===== src/rtl/alu_op_sequencer.sv =====
// Multi-cycle 8-bit ALU sequencer. Short ops (ADD/SUB/INC/DEC, reserved,
// divide-by-zero) finish one edge after accept; MUL and DIV/MOD run eight
// single-bit iterations. Results are registered and held until consumed.
//
// state | meaning
// IDLE  | waiting for a request, in_ready high
// SHORT | single-edge operation in flight
// ITER  | shift-add multiply or restoring divide, one bit per edge
// DONE  | result presented, waiting for out_ready
module alu_op_sequencer (
  input  logic       clk,
  input  logic       rst_n,
  input  logic       in_valid,
  output logic       in_ready,
  input  logic [2:0] op,
  input  logic [7:0] a,
  input  logic [7:0] b,
  output logic       out_valid,
  input  logic       out_ready,
  output logic [7:0] res_lo,
  output logic [7:0] res_hi,
  output logic [3:0] nzvc,
  output logic       err,
  output logic       busy
);

  localparam logic [2:0] OP_ADD = 3'b000;
  localparam logic [2:0] OP_SUB = 3'b001;
  localparam logic [2:0] OP_MUL = 3'b010;
  localparam logic [2:0] OP_DIV = 3'b011;
  localparam logic [2:0] OP_MOD = 3'b100;
  localparam logic [2:0] OP_INC = 3'b101;
  localparam logic [2:0] OP_DEC = 3'b110;

  typedef enum logic [1:0] {IDLE, SHORT, ITER, DONE} state_t;

  state_t      state, state_nxt;
  logic [2:0]  op_q;
  logic [7:0]  a_q, b_q;
  logic [2:0]  cnt;
  logic [15:0] acc;
  logic [7:0]  rem, quo;

  logic        accept, long_op, last_iter;
  logic [2:0]  bit_idx;
  logic [15:0] acc_nxt;
  logic [8:0]  rem_sh;
  logic        rem_ge;
  logic [7:0]  rem_nxt, quo_nxt;

  logic [7:0]  opnd, opnd_eff;
  logic        is_sub;
  logic [8:0]  sum;
  logic [7:0]  short_lo, short_hi;
  logic [3:0]  short_nzvc;
  logic        short_err;
  logic [7:0]  long_lo, long_hi;
  logic [3:0]  long_nzvc;

  assign in_ready  = (state == IDLE);
  assign busy      = (state != IDLE);
  assign out_valid = (state == DONE);
  assign accept    = in_valid && in_ready;
  // Only multiply and a real divide need the iterative path.
  assign long_op   = (op == OP_MUL) || (((op == OP_DIV) || (op == OP_MOD)) && (b != 8'd0));
  assign last_iter = (cnt == 3'd0);

  // State register.
  always_ff @(posedge clk) begin
    if (!rst_n) state <= IDLE;
    else        state <= state_nxt;
  end

  // Next-state logic.
  always_comb begin
    state_nxt = state;
    case (state)
      IDLE:    if (accept) state_nxt = long_op ? ITER : SHORT;
      SHORT:   state_nxt = DONE;
      ITER:    if (last_iter) state_nxt = DONE;
      DONE:    if (out_ready) state_nxt = IDLE;
      default: state_nxt = IDLE;
    endcase
  end

  // One iteration step: multiply walks LSB first, divide walks MSB first.
  always_comb begin
    bit_idx = (op_q == OP_MUL) ? (3'd7 - cnt) : cnt;
    acc_nxt = acc + (b_q[bit_idx] ? ({8'd0, a_q} << bit_idx) : 16'd0);
    rem_sh  = {rem, a_q[bit_idx]};
    rem_ge  = (rem_sh >= {1'b0, b_q});
    rem_nxt = rem_ge ? 8'(rem_sh - {1'b0, b_q}) : rem_sh[7:0];
    quo_nxt = quo;
    quo_nxt[bit_idx] = rem_ge;
  end

  // Single-edge results; INC/DEC reuse the adder with a constant one.
  always_comb begin
    opnd       = ((op_q == OP_INC) || (op_q == OP_DEC)) ? 8'h01 : b_q;
    is_sub     = (op_q == OP_SUB) || (op_q == OP_DEC);
    opnd_eff   = is_sub ? ~opnd : opnd;
    sum        = {1'b0, a_q} + {1'b0, opnd_eff} + {8'd0, is_sub};
    short_lo   = 8'd0;
    short_hi   = 8'd0;
    short_nzvc = 4'b0100;
    short_err  = 1'b1;
    case (op_q)
      OP_ADD, OP_SUB, OP_INC, OP_DEC: begin
        short_lo   = sum[7:0];
        short_err  = 1'b0;
        short_nzvc = {sum[7], (sum[7:0] == 8'd0),
                      (a_q[7] == opnd_eff[7]) && (sum[7] != a_q[7]), sum[8]};
      end
      OP_DIV, OP_MOD: short_nzvc = 4'b0110;
      default: ;
    endcase
  end

  // Final-iteration results, built from the step that completes on this edge.
  always_comb begin
    long_lo   = acc_nxt[7:0];
    long_hi   = acc_nxt[15:8];
    long_nzvc = {acc_nxt[15], (acc_nxt == 16'd0), (acc_nxt[15:8] != 8'd0), 1'b0};
    if (op_q == OP_DIV) begin
      long_lo   = quo_nxt;
      long_hi   = rem_nxt;
      long_nzvc = {quo_nxt[7], (quo_nxt == 8'd0), 2'b00};
    end else if (op_q == OP_MOD) begin
      long_lo   = rem_nxt;
      long_hi   = quo_nxt;
      long_nzvc = {rem_nxt[7], (rem_nxt == 8'd0), 2'b00};
    end
  end

  // Operand capture, iteration registers and registered results.
  always_ff @(posedge clk) begin
    if (!rst_n) begin
      op_q   <= 3'd0;
      a_q    <= 8'd0;
      b_q    <= 8'd0;
      cnt    <= 3'd0;
      acc    <= 16'd0;
      rem    <= 8'd0;
      quo    <= 8'd0;
      res_lo <= 8'd0;
      res_hi <= 8'd0;
      nzvc   <= 4'd0;
      err    <= 1'b0;
    end else begin
      if (accept) begin
        op_q <= op;
        a_q  <= a;
        b_q  <= b;
        cnt  <= 3'd7;
        acc  <= 16'd0;
        rem  <= 8'd0;
        quo  <= 8'd0;
      end
      if (state == ITER) begin
        acc <= acc_nxt;
        rem <= rem_nxt;
        quo <= quo_nxt;
        cnt <= cnt - 3'd1;
      end
      if (state == SHORT) begin
        res_lo <= short_lo;
        res_hi <= short_hi;
        nzvc   <= short_nzvc;
        err    <= short_err;
      end else if ((state == ITER) && last_iter) begin
        res_lo <= long_lo;
        res_hi <= long_hi;
        nzvc   <= long_nzvc;
        err    <= 1'b0;
      end
    end
  end

endmodule


===== config.mk =====
export PLATFORM = sky130hd
export DESIGN_NAME = alu_op_sequencer
export DESIGN_NICKNAME = d
export VERILOG_FILES = /design/src/rtl/alu_op_sequencer.sv
export SDC_FILE = /design/constraint.sdc
export NUM_CORES = 1
export LEC_CHECK = 0
export ABC_AREA = 0
export CORE_AREA = 3 3 111 113
export DETAILED_ROUTE_END_ITERATION = 8
export DIE_AREA = 0 0 114 116
export GPL_TIMING_DRIVEN = 0
export PLACE_DENSITY = 0.85
export SYNTH_ARGS = -nofsm -noshare
export SYNTH_HDL_FRONTEND = slang
export SYNTH_SLANG_ARGS = --single-unit

===== constraint.sdc =====
create_clock -name clk -period 5.85 [get_ports clk]
set_input_delay 1.17 -clock clk [delete_from_list [all_inputs] [get_ports clk]]
set_output_delay 1.17 -clock clk [all_outputs]
set_load 0.01 [all_outputs]

# Word level (Yosys, flattened, before mapping)
# Cells that the tools add are included.
# op_classes
shift	1
order_cmp	3
bitwise	2
eq_ne	17
reduce_logical	25
mux	39
add_sub_neg	6
# op_table
operator	n
$mux W8	13
$mux W16	3
$logic_not A8 Y1	3
$add A16 B16 Y16	1
$logic_not A16 Y1	1
$mux W4	4
$reduce_bool A8 Y1	2
$shl A8 B3 Y16	1
$eq A3 B2 Y1 const B	4
$eq A3 B3 Y1 const B	4
$add A8 B8 Y9	1
$add A9 B1 Y9	1
$ge A9 B8 Y1	1
$mux W3	3
$bwmux W8	1
$mux W2	4
$not A8 Y8	1
$pmux W2 S4	1
$pmux W4 S2	1
$sub A8 B8 Y8	1
$bmux W1 S3	2
$logic_not A3 Y1	2
$mux W1	6
$reduce_bool A2 Y1	3
19 further kinds	29
# totals
inputBits	23
word_cells	105
ff_bits	77
output_inout_bits	24

# Depth between registers and ports, before layout
# logic_depth
ltp_word	11
depth_mapped	19
ltp_nobuf	15

# Least setup slack after synthesis
# No wires, ideal clock.
# synth_timing
path_type	register to register
start	register op_q[0]
end	register nzvc[2]
path_stages_with_launch	19
t_arrival_ns	5.029
period_less_slack_ns	5.103
setup_time_ns	0.074
path_buffers	3
required_time_ns	5.776
slack_ns	0.747
cell_sequence	dfxtp_1 > clkbuf_1 > nor3b_1 > buf_2 > xnor2_1 > mux4_2 > mux2i_1 > clkbuf_1 > nor2_1 > ha_1 > fa_1 > a21oi_1 > o21a_1 > o211ai_1 > xor2_1 > or4_1 > or3_1 > or4_1 > a31oi_1
# synth_between
elab_chain_cells	11
word_cells_on_any_way	42
classes_between	4 x add/sub; 3 x order compare; 6 x eq/ne; 1 x shift; 17 x mux; 1 x bitwise; 10 x reduce/logical
# synth_rtl
element	line	source
start, declared	38	logic [2:0] op_q;
start signal, assigned	151	op_q <= op;
$eq A3 B2 Y1	88	bit_idx = (op_q == OP_MUL) ? (3'd7 - cnt) : cnt;
$mux W3	88	
$bmux W1 S3, or another cell as far along	89	acc_nxt = acc + (b_q[bit_idx] ? ({8'd0, a_q} << bit_idx) : 16'd0);
$mux W1 (not written as such), or another cell as far along	89	
$mux W16, or another cell as far along	89	
$add A16 B16 Y16, or another cell as far along	89	
$logic_not A16 Y1, or another cell as far along	123	long_nzvc = {acc_nxt[15], (acc_nxt == 16'd0), (acc_nxt[15:8] != 8'd0), 1'b0};
$mux W4 or $logic_not A8 Y1 (tied branches)	128, 127	
$mux W4	124	if (op_q == OP_DIV) begin
$mux W4	170	end else if ((state == ITER) && last_iter) begin
$mux W4 (*)	165	if (state == SHORT) begin
end signal, assigned	168	nzvc <= short_nzvc;
end signal, assigned	173	nzvc <= long_nzvc;
end, declared	22	output logic [3:0] nzvc,
# Mark *: on every way between the ends. The rest lies on a longest branch, timed or not. The select of a mux whose other input is x is not followed.
# A chain may end at the register's enable or synchronous reset.

# Worst setup path in the final report
# Ends and elaborated chain as after synthesis.

==> key figures <==
STA
  – Final hold violation count: 0
  – Unrepaired setup endpoints after global routing: false
  – Slew Limit Fails: 0
  – Slew @ Worst Pin: 0.898 ns
  – Crit path time final: 5.40 ns
  – Final worst setup slack: 0.454 ns
  – Slew margin rel.: 39.5%
  – Max Freq: 185 MHz
  – Final Setup Violations: 0
  – Final TNS setup: 0 ns
  – Fin Clk Skew: 0.00557 ns
  – Fin crit share: 92.2%

Yosys
  – Adder-cell share of the synthesized area: 8.23%
  – Sequential area share after synthesis: 24.8%
  – Asr flop ratio synth: 0%
  – Mux share of post-synthesis cell area: 5.71%
  – Syn Nets: 915
  – Yosys reg bits: 77
  – Post-synth EDFFs: 0
  – Synth Area in Compound Gates: 28.8%
  – Largest family of logic cells by synthesized area: compound AO/OA/AOI/OAI gates
  – Syn Inst Count: 853
  – Syn avg cell area: 7.27 um^2
  – Simple-Gate Fraction of Synth Area: 22.6%
  – Top_reg_cell synth: dfxtp_1
  – XOR/XNOR Fraction of Synth Area: 3.95%
  – Yosys warns: 0
  – Synth Cell Area: 6200 um^2
  – Synth cell types: 73

Finish
  – Layout cells sized above 1: 5.04%
  – Non-Filler Instances: 1055
  – Fillers: 1022
  – Most frequent cells in the layout: 119 x a21oi_1, 111 x nand2_1, 90 x nor2_1, 77 x dfxtp_1, 50 x clkbuf_1
  – Area Overhead vs Synth: 15.7%
  – Util after Layout: 62.9%
  – Commonest non-fill, non-tap cell in the layout: a21oi_1
  – ANT cells: 0
  – Nets@finish: 969

Critical path
  – Worst EP required: 6.13 ns
  – Critical path cell sequence: nor3b_1 -> clkbuf_4 -> xnor2_2 -> mux4_2 -> mux2i_2 -> clkbuf_2 -> nor2_1 -> ha_1 -> fa_1 -> a21oi_1 -> o21a_1 -> o211ai_1 -> xor2_1 -> or4_1 -> or3_1 -> or4_1 -> a31oi_1
  – Slowest cell on crit path: mux4_2
  – FF-to-FF Start: op_q[0]
  – R2R Path End: nzvc[2]
  – CP dominant cell by count: or4_1
  – Critical path type: register to register
  – CP endpoint kind: register
  – Crit path DAT: 5.67 ns
  – Reg2Reg Setup Slack: 0.45 ns
  – CP max FO: 11
  – CP Launch Type: register
  – Reg2Reg Depth: 17
  – CP max stage delay: 0.56 ns

Route
  – Routed Antenna Nets: 0
  – Vias per inst: 6.43
  – Vias: 6779
  – 1st-pass router iterations: 8
  – Initial DRC Count: 822
  – Residual DRC: 0
  – Per-cell routed wire length: 19.3 um
  – Total Routed Length: 20.3 mm

Power
  – LEAKAGE: 2.92 nW
  – Maximum VDD drop: 312 uV
  – Power Dens Cells: 449 nW/um^2

Place
  – I/O Buffers: 46
  – Final Wtd Congestion: 1.05
  – Detail Placement HPWL: 15.3 mm
  – Inst Count DP: 1042
  – Pre-CTS setup slack: -0.0918 ns

Global routing
  – Tot GR Track Use: 31.1%
  – Gr ovfl total: 0
  – Vias in the first global route: 6196
  – Largest net degree at the start of global routing: 14
  – Initial antenna violation count: 0
  – First-pass GRT wire length: 32.3 mm

Floorplan
  – # rows: 39
  – Initial Utilization: 54.3%
  – Die X: 114 um
  – I/O Pins: 47
  – Die height: 116 um
  – Die area: 13200 um^2
  – Core area: 11400 um^2

Clock tree
  – Post-CTS Setup Bufs: 0
  – Root Buffer: clkbuf_16
  – H-tree depth: 3
  – Post-CTS Hold Buffers: 0
  – CTS tree: built
  – TritonCTS buffer count: 9
  – Clock Tree Buf Depth: 2
  – Clk slew on worst S/H paths: 0.06 ns
  – Clk_lat worst skew: 0.35 ns
  – Clk sink count: 77

Job
  – MaxCap Viol Count: 0

Outcome
  – Status: completed

Worst hold path
  – Hold/Removal Path Class: register to register
  – Hold Path Depth: 2
  – Worst Hold End: nzvc[0]
  – Hold_sp: nzvc[0]
cells by family (layout without fill, tap and decap cells):
| group | count (synthesis) | after routing |
|---|---|---|
| AND/OR/NAND/NOR | 310 | 310 |
| AO/OA/AOI/OAI | 275 | 275 |
| buffers and inverters | 94 | 153 |
| flip-flops | 77 | 77 |
| adder cells (fa/ha/maj) | 39 | 39 |
| multiplexers | 30 | 30 |
| XOR/XNOR | 28 | 28 |
worst max path at each step:
| stage | start | end | slack (ns) | depth (start not counted) |
|---|---|---|---|---|
| 6_report | op_q[0] | nzvc[2] | 0.45 | 17 |
| 5_1_grt | op_q[0] | nzvc[2] | 0.06 | 17 |
| 4_1_cts | op_q[2] | nzvc[2] | 0.06 | 18 |
| 3_5_place_dp | op_q[2] | nzvc[2] | -0.09 | 18 |
| 3_3_place_gp | op_q[0] | nzvc[2] | -0.11 | 18 |
| 2_1_floorplan | op_q[0] | nzvc[2] | 0.75 | 18 |
sequential cells by signal (all words and copies together) (netlist names):
signal  count
state       2
err         1
rem         8
op_q        3
a_q         8
nzvc        4
quo         8
res_hi      8
b_q         8
res_lo      8
cnt         3
acc        16
stage by stage:
| step | power [mW] | instance area, um^2 | hold slack, ns |
|---|---|---|---|
| 4_1_cts | 3.16 | 7170 | 0.458 |
| 5_1_grt | 3.40 | 7180 | 0.474 |
| 3_3_place_gp | 2.54 | 6840 | 0.440 |
| 3_5_place_dp | 2.55 | 6840 | 0.450 |
| 2_1_floorplan | 1.95 | 6200 | 0.469 |
| 6_report | 3.23 | 7180 | 0.453 |
worst max-delay path, delay by kind of cell (launching register included):
| family | cells | cell delay [ns] |
|---|---|---|
| simple gates | 5 | 1.72 |
| mux | 2 | 0.83 |
| compound gates | 4 | 0.77 |
| fa+ha+maj | 2 | 0.65 |
| buf+inv | 2 | 0.57 |
| flops | 1 | 0.41 |
| xor+xnor | 2 | 0.39 |
Yosys cell counts, types with 5 or more instances:
cell      instances  area [um^2]
o211ai_1          8         60.1
nand2_1         111          417
clkbuf_1         54          203
a221oi_1          7         61.3
or3_1             6         37.5
a211oi_1          7         52.6
mux2i_1          23          230
a221o_1           6         60.1
and3_1           12         75.1
xnor2_1          21          184
or4_1             6         45.0
nor4_1            6         37.5
inv_1            34          128
o311ai_0          5         43.8
a31oi_1           7         43.8
o21a_1           12         90.1
xor2_1            7         61.3
and2_1            7         43.8
nand2b_1          9         56.3
nor3_1           19         95.1
nand3_1          27          135
a21oi_1         119          596
a21o_1            9         67.6
ha_1             36          450
o22ai_1           5         31.3
a22oi_1           5         37.5
nor2_1           90          338
dfxtp_1          77         1540
o21ai_0          34          170
layer usage:
| layer | wire (um) | track usage [%] |
|---|---|---|
| met3 | 2100 | 5.69 |
| met1 | 8430 | 41.9 |
| met5 | 0 | 0 |
| met2 | 8860 | 47.0 |
| met4 | 956 | 17.7 |
power breakdown:
group	internal [mW]	switching [mW]
Sequential	0.620	0.110
Clock	0.374	0.231
Combinational	0.692	1.20
Total	1.69	1.54
repair_timing:
| action | in CTS | in global routing |
|---|---|---|
| endpoints found under the hold margin | 0 | 0 |
| endpoints found under the setup margin | 1 | 2 |
| gates resized for setup | 1 | 8 |
area by class of cell:
cell class	count	area, um^2	share of cell area, %
buffer	57	229	3.19
clock buffer	10	229	3.19
clock inverter	6	86.3	1.20
inverter	34	128	1.78
multi-input combinational	682	4330	60.3
sequential	77	1540	21.5
tap	143	179	2.49
timing repair buffer	46	460	6.41
(Power assumes the default switching activity.)
